==> config.mk <==
export PLATFORM = sky130hd
export DESIGN_NAME = uart_tx_arbiter
export DESIGN_NICKNAME = d
export VERILOG_FILES = /design/src/rtl/uart_tx_arbiter.sv
export SDC_FILE = /design/constraint.sdc
export NUM_CORES = 1
export LEC_CHECK = 0
export BUFFER_PORTS_ARGS = -buffer_cell sky130_fd_sc_hd__buf_2
export CAP_MARGIN = 20
export CORE_ASPECT_RATIO = 0.8
export CORE_MARGIN = 1.5
export CORE_UTILIZATION = 45
export DETAILED_ROUTE_END_ITERATION = 16
export GPL_ROUTABILITY_DRIVEN = 0
export PLACE_DENSITY = 0.77
export SYNTH_ARGS = -nofsm -noshare
export SYNTH_HDL_FRONTEND = slang
export SYNTH_SLANG_ARGS = --single-unit
==> constraint.sdc <==
create_clock -name clk -period 2.3 [get_ports clk]
set_clock_uncertainty 0.1 [all_clocks]
set_input_delay 0.115 -clock clk [delete_from_list [all_inputs] [get_ports clk]]
set_output_delay 0.115 -clock clk [all_outputs]
set_load 0.02 [all_outputs]
==> src/rtl/uart_tx_arbiter.sv <==
// uart_tx_arbiter: round-robin arbiter sharing one UART transmitter between N requesters.
// A grant holds the transmitter for up to MAX_BURST octets, or until the requester
// flags its last octet or drops its request. The tx_ready/tx_ack handshake is
// sequenced so that each acknowledged octet reaches the UART exactly once.
//
// Ports:
//   clk, rst_n  - clock, asynchronous active-low reset
//   req_i[N]    - requester i has an octet pending on data_i[8*i+:8]
//   data_i[8N]  - per-requester octet
//   last_i[N]   - pending octet of requester i closes its burst
//   ack_o[N]    - one-cycle pulse: requester i's octet was consumed
//   grant_o[N]  - one-hot transmitter owner, zero when unowned
//   busy_o      - arbiter is not idle in the arbitration state
//   tx_data_o   - octet to the UART
//   tx_ready_o  - octet valid towards the UART
//   tx_ack_i    - UART idle indication
module uart_tx_arbiter #(
  parameter int unsigned N         = 4,
  parameter int unsigned MAX_BURST = 16
) (
  input  logic           clk,
  input  logic           rst_n,
  input  logic [N-1:0]   req_i,
  input  logic [8*N-1:0] data_i,
  input  logic [N-1:0]   last_i,
  output logic [N-1:0]   ack_o,
  output logic [N-1:0]   grant_o,
  output logic           busy_o,
  output logic [7:0]     tx_data_o,
  output logic           tx_ready_o,
  input  logic           tx_ack_i
);

  localparam int unsigned IdxW = $clog2(N);
  localparam int unsigned CntW = $clog2(MAX_BURST + 1);

  typedef enum logic [1:0] {StArb, StWaitStart, StWaitDone} state_e;

  state_e          state_q, state_d;
  logic [IdxW-1:0] ptr_q, ptr_d;
  logic [IdxW-1:0] owner_q, owner_d;
  logic [CntW-1:0] cnt_q, cnt_d;
  logic            last_q, last_d;
  logic [N-1:0]    ack_q, ack_d;
  logic [N-1:0]    grant_q, grant_d;
  logic            busy_q, busy_d;
  logic [7:0]      tx_data_q, tx_data_d;
  logic            tx_ready_q, tx_ready_d;

  // Round-robin search: first set request at or above the pointer, wrapping.
  logic            win_valid;
  logic [IdxW-1:0] win_idx;
  int unsigned     cand;

  always_comb begin
    win_valid = 1'b0;
    win_idx   = '0;
    cand      = 0;
    for (int unsigned i = 0; i < N; i++) begin
      cand = (32'(ptr_q) + i) % N;
      if (!win_valid && req_i[IdxW'(cand)]) begin
        win_valid = 1'b1;
        win_idx   = IdxW'(cand);
      end
    end
  end

  always_comb begin
    state_d    = state_q;
    ptr_d      = ptr_q;
    owner_d    = owner_q;
    cnt_d      = cnt_q;
    last_d     = last_q;
    ack_d      = '0;
    grant_d    = grant_q;
    tx_data_d  = tx_data_q;
    tx_ready_d = tx_ready_q;

    unique case (state_q)
      StArb: begin
        if (tx_ack_i && win_valid) begin
          owner_d          = win_idx;
          grant_d          = '0;
          grant_d[win_idx] = 1'b1;
          ack_d[win_idx]   = 1'b1;
          tx_data_d        = data_i[{win_idx, 3'b000} +: 8];
          last_d           = last_i[win_idx];
          cnt_d            = CntW'(1);
          tx_ready_d       = 1'b1;
          state_d          = StWaitStart;
        end
      end
      StWaitStart: begin
        // UART has taken the octet once it leaves idle.
        if (!tx_ack_i) begin
          tx_ready_d = 1'b0;
          state_d    = StWaitDone;
        end
      end
      StWaitDone: begin
        if (tx_ack_i) begin
          if (req_i[owner_q] && !last_q && (cnt_q < CntW'(MAX_BURST))) begin
            tx_data_d      = data_i[{owner_q, 3'b000} +: 8];
            last_d         = last_i[owner_q];
            ack_d[owner_q] = 1'b1;
            cnt_d          = cnt_q + CntW'(1);
            tx_ready_d     = 1'b1;
            state_d        = StWaitStart;
          end else begin
            grant_d = '0;
            ptr_d   = (owner_q == IdxW'(N - 1)) ? '0 : owner_q + IdxW'(1);
            state_d = StArb;
          end
        end
      end
      default: state_d = StArb;
    endcase

    busy_d = (state_d != StArb);
  end

  always_ff @(posedge clk or negedge rst_n) begin
    if (!rst_n) begin
      state_q    <= StArb;
      ptr_q      <= '0;
      owner_q    <= '0;
      cnt_q      <= '0;
      last_q     <= 1'b0;
      ack_q      <= '0;
      grant_q    <= '0;
      busy_q     <= 1'b0;
      tx_data_q  <= 8'h00;
      tx_ready_q <= 1'b0;
    end else begin
      state_q    <= state_d;
      ptr_q      <= ptr_d;
      owner_q    <= owner_d;
      cnt_q      <= cnt_d;
      last_q     <= last_d;
      ack_q      <= ack_d;
      grant_q    <= grant_d;
      busy_q     <= busy_d;
      tx_data_q  <= tx_data_d;
      tx_ready_q <= tx_ready_d;
    end
  end

  assign ack_o      = ack_q;
  assign grant_o    = grant_q;
  assign busy_o     = busy_q;
  assign tx_data_o  = tx_data_q;
  assign tx_ready_o = tx_ready_q;

endmodule

# Word-level counts from Yosys, hierarchy flattened
# Index checks and enable logic that the tools add are counted.
# word_totals
elab_cells	113
in_bits	43
reg_bits	30
output_inout_bits	18
# op_classes
shift	2
reduce_logical	21
eq_ne	8
muxes	57
add_sub_neg	5
bitwise_logic	1
magnitude_cmp	9
# op_table
op	n
$shiftx 32x6->8	2
$mux 4	6
$mux 8	3
$mux 1	21
$lt 2x3->1 const B	6
$mux 2	8
$pmux 4 s2	2
$pmux 8 s2	1
$mux 5	3
$bmux 1 s2	7
$ne 2x2->1 const B	5
$pmux 5 s2	1
$logic_and 1x1->1	8
$reduce_and 4->1	2
$pmux 2 s3	1
$add 5x1->5 const B	1
$lt 5x5->1 const B	1
$reduce_and 5->1	1
$add 2x1->2 const B	2
$add 2x2->2 const B	2
$demux 1 s2	2
$eq 2x2->1 const B	2
$ge 2x1->1 const B	2
$logic_not 1->1	4
other kinds (9)	10

# Logic depth before layout (Yosys ltp)
# Gate-level depths: netlist of the first run.
# logic_depth
word_depth	18
ltp_mapped	8
ltp_nobuf	5

# Least setup slack after synthesis of the first run
# No wires, ideal clock.
# synth_path
kind	reg-to-reg
startpoint	reg owner_q[0]
endpoint	reg tx_data_q[7] (netlist: tx_data_o[7])
path_slack_ns	0.002
path_buffers	3
t_arrival_ns	2.111
synth_period_minus_slack_ns	2.298
setup_time_ns	0.087
path_stages_with_launch	9
required_ns	2.113
path_cell_list	dfrtp_1 -> mux4_2 -> and3_1 -> buf_2 -> or2_1 -> buf_6 -> and2_1 -> buf_6 -> a211oi_2
# synth_via
elab_chain_len	6
elab_cells_between_ends	10
cone_classes	1 x eq/ne; 1 x shift; 5 x mux; 3 x reduce/logical
# synth_lines
element	line	rtl
start, declared	41	logic [IdxW-1:0] owner_q, owner_d;
start signal, assigned	137	owner_q <= owner_d;
branches (longest 6 deep; another with $shiftx 32x6->8)	-	
end signal, assigned	143	tx_data_q <= tx_data_d;
end, declared	47	logic [7:0] tx_data_q, tx_data_d;
# Parallel ways; which one is timed is not known. The select of a mux whose other input is x is not followed.
# A chain may end at the register's enable or synchronous reset.

# Worst setup path in the final report of the first run
# layout_path
startpoint	reg ptr_q[1]
endpoint	reg tx_data_q[2] (netlist: tx_data_o[2])
# layout_via
elab_chain_len	15
elab_cells_between_ends	31
cone_classes	3 x add/sub; 1 x eq/ne; 1 x shift; 18 x mux; 8 x reduce/logical
# layout_lines
element	line	rtl
start, declared	40	logic [IdxW-1:0] ptr_q, ptr_d;
start signal, assigned	136	ptr_q <= ptr_d;
branches (longest 15 deep; another with $add 2x1->2)	-	
# Parallel ways; which one is timed is not known. The select of a mux whose other input is x is not followed.

==> flow_metrics.py, run 1 <==
metrics = {
    "critical_path": {
        "r2r-start": "ptr_q[1]",
        "rrSetupSlack_ns": 0.14,
        "cp.required_ns": 2.41,
        "endpoint_kind": "flop",
        "cp_slowest_cell": "o31ai_2",
        "critPathMaxFanout": 8,
        "critical_path_class": "reg2reg",
        "r2r_cells": 5,
        "cp-start-kind": "flop",
        "cpPeakStageDelay_ns": 0.61,
        "path_cells": "mux2i_1, a32o_1, o31ai_2, a2111oi_0, a211oi_2",
        "cp_data_arrival_time_ns": 2.27,
        "r2r_end": "tx_data_o[2]",
    },
    "clocking": {
        "clock_latency_ns": 0.29,
        "clk_path_buf_depth": 2,
        "cts_tree": "yes",
        "cts_buffers": 5,
        "htreeDepth": 2,
        "clk_pin_slew_worst_paths_ns": 0.07,
        "clock-root-buffer": "clkbuf_8",
        "cts_sinks": 30,
    },
    "yosys": {
        "synth-edff-count": 0,
        "yosys-top-cells-area": "dfrtp_1, a211oi_2, mux2i_1",
        "synthDistinctLibCells": 48,
        "synthesis.area_um2": 1840,
        "ys_seq_area_share_pct": 40.7,
        "ys_seq_elements": 30,
        "synth_cells": 184,
        "synth_flop_cell": "dfrtp_1",
        "synthArstFlopShare_pct": 100,
        "yosys_warnings": 0,
        "netlist.top_cell.by_area": "dfrtp_1",
        "syn_avg_cell_area_um2": 10.0,
        "synth_nets": 232,
        "synth_top_area_share_pct": 40.7,
    },
    "sta": {
        "hold_viol": 0,
        "setup_tns_ns": 0,
        "fmax_mhz": 462,
        "period_minus_slack_ns": 2.16,
        "layout_setup_ws_ns": 0.138,
        "rsz0062_at_grt": "no",
        "slew_violations": 0,
        "setup-violations-final": 0,
        "period_share_pct": 94.0,
        "worst_pin_slew_ns": 0.656,
        "max_slew_margin_pct": 56.3,
    },
    "finish": {
        "drive_gt1_share_pct": 37.6,
        "antenna_cells": 0,
        "final_common_cell": "buf_2",
        "fin_util_pct": 61.3,
        "fillCellCount": 334,
        "syn_to_final_growth_pct": 28.2,
        "most-common-layout-cells": "buf_2, dfrtp_1, nor2_1, nand2_1",
        "stdcell_area_um2": 2360,
        "nNetsFinal": 302,
    },
    "floorplan": {
        "ioPinCount": 61,
        "rows": 20,
        "die_y_um": 60.2,
        "die_w_um": 74.6,
        "initial_utilization_pct": 47.8,
        "dieArea_um2": 4490,
        "coreArea_um2": 3850,
    },
    "detailed_routing": {
        "antenna_left": 0,
        "wirelength_mm": 4.58,
        "vias": 1704,
        "dr.pass1.iters": 4,
        "first_iter_violations": 63,
        "route.detailed.wl_per_inst_um": 14.8,
        "vias_per_cell": 5.50,
        "drc": 0,
    },
    "status": {
        "status": "complete, no violations",
    },
    "job": {
        "cap_violations": 0,
    },
    "global_route": {
        "grt_pass1_vias": 1573,
        "antenna_found_initial": 0,
        "grt_pass1_wl_mm": 7.04,
        "globalRoute.totalOverflow": 0,
        "track_usage_pct": 21.3,
        "grt_start_max_net_pins": 31,
    },
    "worst_hold_path": {
        "hold_end": "state_q[0]",
        "min_from": "tx_ack_i",
        "hold_depth": 2,
        "min_path_type": "in2reg",
    },
    "power": {
        "vdd_drop_max_v": 0.000671,
        "powerDensity_nw_per_um2": 1000,
        "total_power_uw": 2370,
        "p_leak_uw": 0.00119,
    },
    "placement": {
        "dp_hpwl_mm": 3.39,
        "io_buffers": 60,
        "pre_cts_ws_ns": 0.0314,
        "placed_cell_area_um2": 2230,
    },
}
-- stage by stage --
step,instances,hold slack (ns)
floorplan,184,-0.281
global placement,300,0.0882
detailed placement,300,0.0882
CTS,310,0.0255
global route,310,0.0438
finish,310,0.0320
-- repair_timing --
item	4_1_cts	5_1_grt
buffers inserted	0	0
hold endpoints to repair	31	0
endpoints found under the setup margin	7	3
hold buffers	2	0
pin swaps	0	0
resized for setup	1	4
-- registers in the layout (all words and copies together), names as in the netlist --
register,cells
owner_q,2
ptr_q,2
tx_data_o,8
state_q,2
ack_o,4
last_q,1
busy_o,1
tx_ready_o,1
grant_o,4
cnt_q,5
-- kinds of logic after synthesis --
group	count (synthesis)	share of synthesized area (%)
adders and majority gates	5	3.39
xor gates and xnor gates	1	0.475
buffers and inverters	13	3.67
AOI/OAI and AO/OA	62	26.7
and+or+nand+nor	60	16.5
muxes	13	8.49
DFF	30	40.7
-- worst max-delay path by stage --
stage               depth (start not counted)      endpoint  startpoint
floorplan                                   8  tx_data_o[7]  owner_q[0]
global placement                            5  tx_data_o[3]    ptr_q[1]
detailed placement                          5  tx_data_o[4]    ptr_q[1]
CTS                                         6  tx_data_o[6]  owner_q[0]
global route                                6  tx_data_o[0]  owner_q[0]
finish                                      5  tx_data_o[2]    ptr_q[1]
-- power by group --
part / internal, uW / switching [uW]
sequential: 694 / 108
combinational: 471 / 650
clock: 240 / 211
total: 1410 / 969
-- worst max-delay path: cells and delay by family, from the launching register on --
family,cells,cell delay [ns]
flops,1,0.45
compound gates,4,1.36
mux,1,0.17
-- cell type report --
class / count / area (um^2) / share of cell area, %
clock buffers: 6 / 82.6 / 3.49
clock inverters: 2 / 12.5 / 0.529
inverters: 4 / 15.0 / 0.635
multi-input cells: 141 / 1040 / 43.9
flip-flops and latches: 30 / 751 / 31.8
well taps: 55 / 68.8 / 2.91
repair buffers: 72 / 395 / 16.7
-- routing by layer --
| layer | vias up | wire length, um | GRT usage, % |
|---|---|---|---|
| li1 | 836 | - | - |
| met1 | 795 | 2150 | 28.4 |
| met2 | 66 | 2000 | 32.5 |
| met3 | 7 | 387 | 8.09 |
| met4 | 0 | 43 | 6.23 |
| met5 | - | 0 | 0 |
-- synth_stat cells, types with 2 or more instances --
cell / number
buf_6: 2
nor3_1: 2
ha_1: 5
a21oi_1: 5
nand3b_1: 2
a21o_1: 9
clkbuf_1: 3
o31ai_1: 2
or3_1: 2
o21ai_0: 7
and3b_1: 3
inv_1: 4
nand2b_1: 4
a211oi_2: 8
dfrtp_1: 30
nand2_1: 14
nor2_1: 20
and2_1: 3
nand3_1: 2
nor2b_1: 2
buf_2: 2
a31oi_1: 8
a2111oi_0: 9
mux2i_1: 10
mux4_2: 2
o21a_1: 2
Power figures use the tool's default switching activity.
==> run 2, diff against run 1 <==
==> constraint.sdc (replaced) <==
create_clock -name clk -period 2.3 [get_ports clk]
set_clock_uncertainty 0.1 [all_clocks]
set_input_delay 0.23 -clock clk [delete_from_list [all_inputs] [get_ports clk]]
set_output_delay 0.23 -clock clk [all_outputs]
set_load 0.02 [all_outputs]
==> run 2 against run 1 <==
  * Sequential share of layout area increased by 0.36 points
  * Maximum frequency increased by 1.0%
  * Die area unchanged
  * Highest routed layer unchanged
  * Via count increased by 1.3%
==> flow_metrics.py, run 2 (same netlist as run 1, synthesis figures left out) <==
metrics = {
    "detailed_routing": {
        "drc": 0,
        "route.detailed.wl_per_inst_um": 14.6,
        "vias": 1726,
        "dr.pass1.iters": 4,
        "antenna_left": 0,
        "first_iter_violations": 67,
        "wirelength_mm": 4.50,
        "vias_per_cell": 5.60,
    },
    "critical_path": {
        "endpoint": "tx_data_o[4]",
        "cp_data_arrival_time_ns": 2.18,
        "critPathMaxFanout": 9,
        "r2r_cells": 7,
        "cp-startpoint": "state_q[0]",
        "r2r_end": "tx_data_o[4]",
        "rrSetupSlack_ns": 0.16,
        "critical_path_class": "reg2reg",
        "r2r-start": "state_q[0]",
        "cp-start-kind": "flop",
        "endpoint_kind": "flop",
        "cp.required_ns": 2.34,
    },
    "sta": {
        "period_share_pct": 93.1,
        "worst_pin_slew_ns": 0.663,
        "fmax_mhz": 467,
        "max_slew_margin_pct": 55.8,
        "setup-violations-final": 0,
        "hold_viol": 0,
        "layout_setup_ws_ns": 0.159,
        "rsz0062_at_grt": "no",
        "whs_ns": 0.0791,
        "slew_violations": 0,
        "period_minus_slack_ns": 2.14,
    },
    "global_route": {
        "antenna_found_initial": 0,
        "globalRoute.totalOverflow": 0,
        "grt_start_max_net_pins": 31,
        "grt_pass1_wl_mm": 7.04,
        "track_usage_pct": 21.3,
        "grt_pass1_vias": 1568,
    },
    "worst_hold_path": {
        "min_path_type": "in2reg",
        "hold_depth": 2,
        "min_from": "tx_ack_i",
    },
    "floorplan": {
        "initial_utilization_pct": 47.8,
        "dieArea_um2": 4490,
        "die_w_um": 74.6,
        "rows": 20,
        "coreArea_um2": 3850,
        "ioPinCount": 61,
        "die_y_um": 60.2,
    },
    "clocking": {
        "htreeDepth": 2,
        "clk_pin_slew_worst_paths_ns": 0.06,
        "cts_tree": "yes",
        "clock-root-buffer": "clkbuf_8",
        "cts_setup_buffers": 0,
        "cts_buffers": 5,
        "clk_path_buf_depth": 2,
        "clock_latency_ns": 0.29,
        "cts_sinks": 30,
    },
    "finish": {
        "nNetsFinal": 300,
        "syn_to_final_growth_pct": 26.8,
        "multiInputGateArea_um2": 1030,
        "fin_cells": 308,
        "most-common-layout-cells": "buf_2, dfrtp_1, nor2_1, nand2_1, mux2i_1",
        "regArea_um2": 751,
        "fillCellCount": 366,
        "stdcell_area_um2": 2340,
        "drive_gt1_share_pct": 37.2,
        "antenna_cells": 0,
        "final_common_cell": "buf_2",
        "largest_reg_flops": 8,
    },
    "placement": {
        "dp_hpwl_mm": 3.42,
        "placed_cell_area_um2": 2230,
        "io_buffers": 60,
        "dp_cells": 299,
        "pre_cts_ws_ns": -0.0453,
    },
    "power": {
        "total_power_uw": 2350,
        "vdd_drop_max_v": 0.000622,
        "p_leak_uw": 0.00118,
        "powerDensity_nw_per_um2": 1010,
    },
    "status": {
        "status": "complete, no violations",
    },
    "job": {
        "cap_violations": 0,
    },
}
-- run 2: cell count changes in the layout (fill, tap and decap cells not counted) --
cell and delta:
a2111oi_2 -1, dlygate4sd3_1 -1, buf_4 -1, a2111oi_0 +3, a2111oi_1 -2
-- run 2: final cells by class --
cell class	count	share of cell area [%]
tap	55	2.94
timing repair buffer	70	16.2
clock inverter	2	0.535
clock buffer	6	3.53
inverter	4	0.642
sequential	30	32.1
multi-input combinational	141	44.1
-- run 2: metal layers --
| layer | part of all wire, % | vias to the layer above | global-route usage, % |
|---|---|---|---|
| met5 | 0 | - | 0 |
| met4 | 2.0 | 0 | 10.9 |
| met3 | 6.2 | 9 | 5.90 |
| met2 | 46 | 56 | 33.2 |
| met1 | 46 | 833 | 27.3 |
| li1 | - | 828 | - |
-- run 2: timing repair --
item	in CTS	in global routing
setup endpoints to repair	3	0
endpoints found under the hold margin	30	0
resized for setup	1	0
hold buffers	1	0
-- run 2: critical path, stage by stage (launching register included) --
cell,delay [ns]
dfrtp_1,0.46
nor2b_1,0.21
and3b_1,0.21
buf_4,0.15
nor2_1,0.06
buf_4,0.17
a2111oi_0,0.53
a211oi_2,0.10
-- run 2: how the worst min path moves through the flow --
stage	to	slack [ns]
3_5_place_dp	busy_o	0.21
6_report	state_q[1]	0.08
2_1_floorplan	ack_o[0]	-0.17
4_1_cts	state_q[1]	0.07
5_1_grt	state_q[1]	0.09
3_3_place_gp	busy_o	0.21
-- run 2: stage by stage --
step,utilization (%),TNS [ns]
floorplan,-,0
global placement,57.8,0
detailed placement,57.8,-0.0887
CTS,60.6,0
global route,60.6,0
finish,60.6,0
-- run 2: where the power goes --
part           internal [uW]  total [uW]  switching, uW
Sequential               694         819            125
Combinational            465        1090            625
Clock                    240         446            206
Total                   1400        2350            956
==> run 3, diff against run 2 <==
CORE_UTILIZATION = 50   (was 45)
PLACE_DENSITY = 0.81   (was 0.77)
clock period = 2.4 ns   (was 2.3 ns; I/O delays follow)
==> run 3 against run 2 <==
  * Critical path depth down 1
  * Worst hold slack better by 0.021 ns
  * Sequential power down 4.2%
  * Sequential cell count unchanged
  * Setup slack better by 0.12 ns
  * Maximum frequency up 1.1%
  * Total power up 5.8%
  * Clock power up 44%
  * Sequential share of layout area down 0.42 points
==> flow_metrics.py, run 3 (same netlist as run 1, synthesis figures left out) <==
metrics = {
    "status": {
        "status": "complete, no violations",
    },
    "clocking": {
        "clk_pin_slew_worst_paths_ns": 0.07,
        "clock-root-buffer": "clkbuf_8",
        "clk_path_buf_depth": 2,
        "clock_latency_ns": 0.29,
        "cts_tree": "yes",
        "cts_sinks": 30,
        "cts_buffers": 5,
        "htreeDepth": 2,
        "cts_setup_buffers": 0,
    },
    "finish": {
        "drive_gt1_share_pct": 37.2,
        "stdcell_area_um2": 2370,
        "nNetsFinal": 300,
        "final_common_cell": "buf_2",
        "most-common-layout-cells": "buf_2, dfrtp_1, nor2_1, nand2_1, mux2i_1",
        "syn_to_final_growth_pct": 28.5,
        "fillCellCount": 269,
        "regArea_um2": 751,
        "antenna_cells": 0,
        "multiInputGateArea_um2": 1030,
        "largest_reg_flops": 8,
    },
    "critical_path": {
        "critical_path_class": "reg2reg",
        "critPathMaxFanout": 9,
        "path_cells": "nor2b_1, and3b_1, nor2_1, buf_4, a2111oi_0, a211oi_2",
        "cp_slowest_cell": "a2111oi_0",
        "cp_data_arrival_time_ns": 2.17,
        "cp.required_ns": 2.45,
        "r2r-start": "state_q[0]",
        "endpoint_kind": "flop",
        "cp.buffers_inverters": 1,
        "cp-startpoint": "state_q[0]",
        "cpPeakStageDelay_ns": 0.50,
        "cp-start-kind": "flop",
        "cp_top_family": "simple AND/OR/NAND/NOR gates",
    },
    "global_route": {
        "grt_start_max_net_pins": 31,
        "globalRoute.totalOverflow": 0,
        "grt_pass1_vias": 1644,
        "antenna_found_initial": 0,
        "track_usage_pct": 24.5,
        "grt_pass1_wl_mm": 7.72,
    },
    "sta": {
        "setup-violations-final": 0,
        "layout_setup_ws_ns": 0.284,
        "setup_tns_ns": 0,
        "rsz0062_at_grt": "no",
        "hold_viol": 0,
        "worst_pin_slew_ns": 0.675,
        "whs_ns": 0.100,
        "slew_violations": 0,
        "period_share_pct": 88.2,
        "max_slew_margin_pct": 55.0,
        "fmax_mhz": 473,
        "period_minus_slack_ns": 2.12,
    },
    "floorplan": {
        "rows": 19,
        "coreArea_um2": 3470,
        "die_w_um": 70.9,
        "die_y_um": 57.3,
        "dieArea_um2": 4060,
        "ioPinCount": 61,
        "initial_utilization_pct": 53.1,
    },
    "detailed_routing": {
        "wirelength_mm": 4.59,
        "route.detailed.wl_per_inst_um": 15.6,
        "antenna_left": 0,
        "first_iter_violations": 139,
        "vias": 1722,
        "dr.pass1.iters": 6,
        "drc": 0,
        "vias_per_cell": 5.84,
    },
    "worst_hold_path": {
        "min_from": "tx_ack_i",
        "min_path_type": "in2reg",
    },
    "power": {
        "vdd_drop_max_v": 0.000602,
        "p_leak_uw": 0.00121,
        "total_power_uw": 2490,
        "powerDensity_nw_per_um2": 1050,
    },
    "placement": {
        "dp_hpwl_mm": 3.34,
        "placed_cell_area_um2": 2210,
        "io_buffers": 60,
        "pre_cts_ws_ns": 0.140,
    },
    "job": {
        "cap_violations": 0,
    },
}
[run 3: cell count changes in the layout (fill, tap and decap cells not counted), sizes merged]
cell / delta
clkinv: -1
clkinvlp: -1
bufinv: +2
[run 3: final cells by class]
cell class	count	area share [%]
Timing Repair Buffer	70	16.0
Multi-Input combinational cell	141	43.5
Clock inverter	2	2.54
Sequential cell	30	31.7
Inverter	4	0.634
Clock buffer	6	3.49
Tap cell	42	2.22
[run 3: timing repair]
action                     4_1_cts  5_1_grt
setup endpoints to repair        0        8
hold buffers                     1        0
gates resized for setup          0        1
hold endpoints to repair        30        0
[run 3: final timing paths]
kind	endpoint	slack, ns	cells after the start
min in group asynchronous	ptr_q[1]	0.42	2
max in group asynchronous	ack_o[3]	1.34	2
min reg2reg	grant_o[2]	0.38	1
max reg2reg	tx_data_o[3]	0.28	6
min	state_q[1]	0.10	2
max	tx_data_o[3]	0.28	6
[run 3: per-stage QoR]
step                      std cells  util [%]
after floorplan                 184         -
after global placement          286      63.7
after detailed placement        286      63.7
after CTS                       295      68.1
after global routing            295      68.2
final                           295      68.2
[run 3: report_power, final]
group	switching [uW]	internal [uW]
Clock	200	443
Sequential	119	665
Combinational	610	453
[run 3: layer usage]
layer / global-route usage, % / wire, um
met2: 38.7 / 2110
met4: 11.3 / 99
met5: 0 / 0
met3: 5.12 / 273
met1: 32.7 / 2100
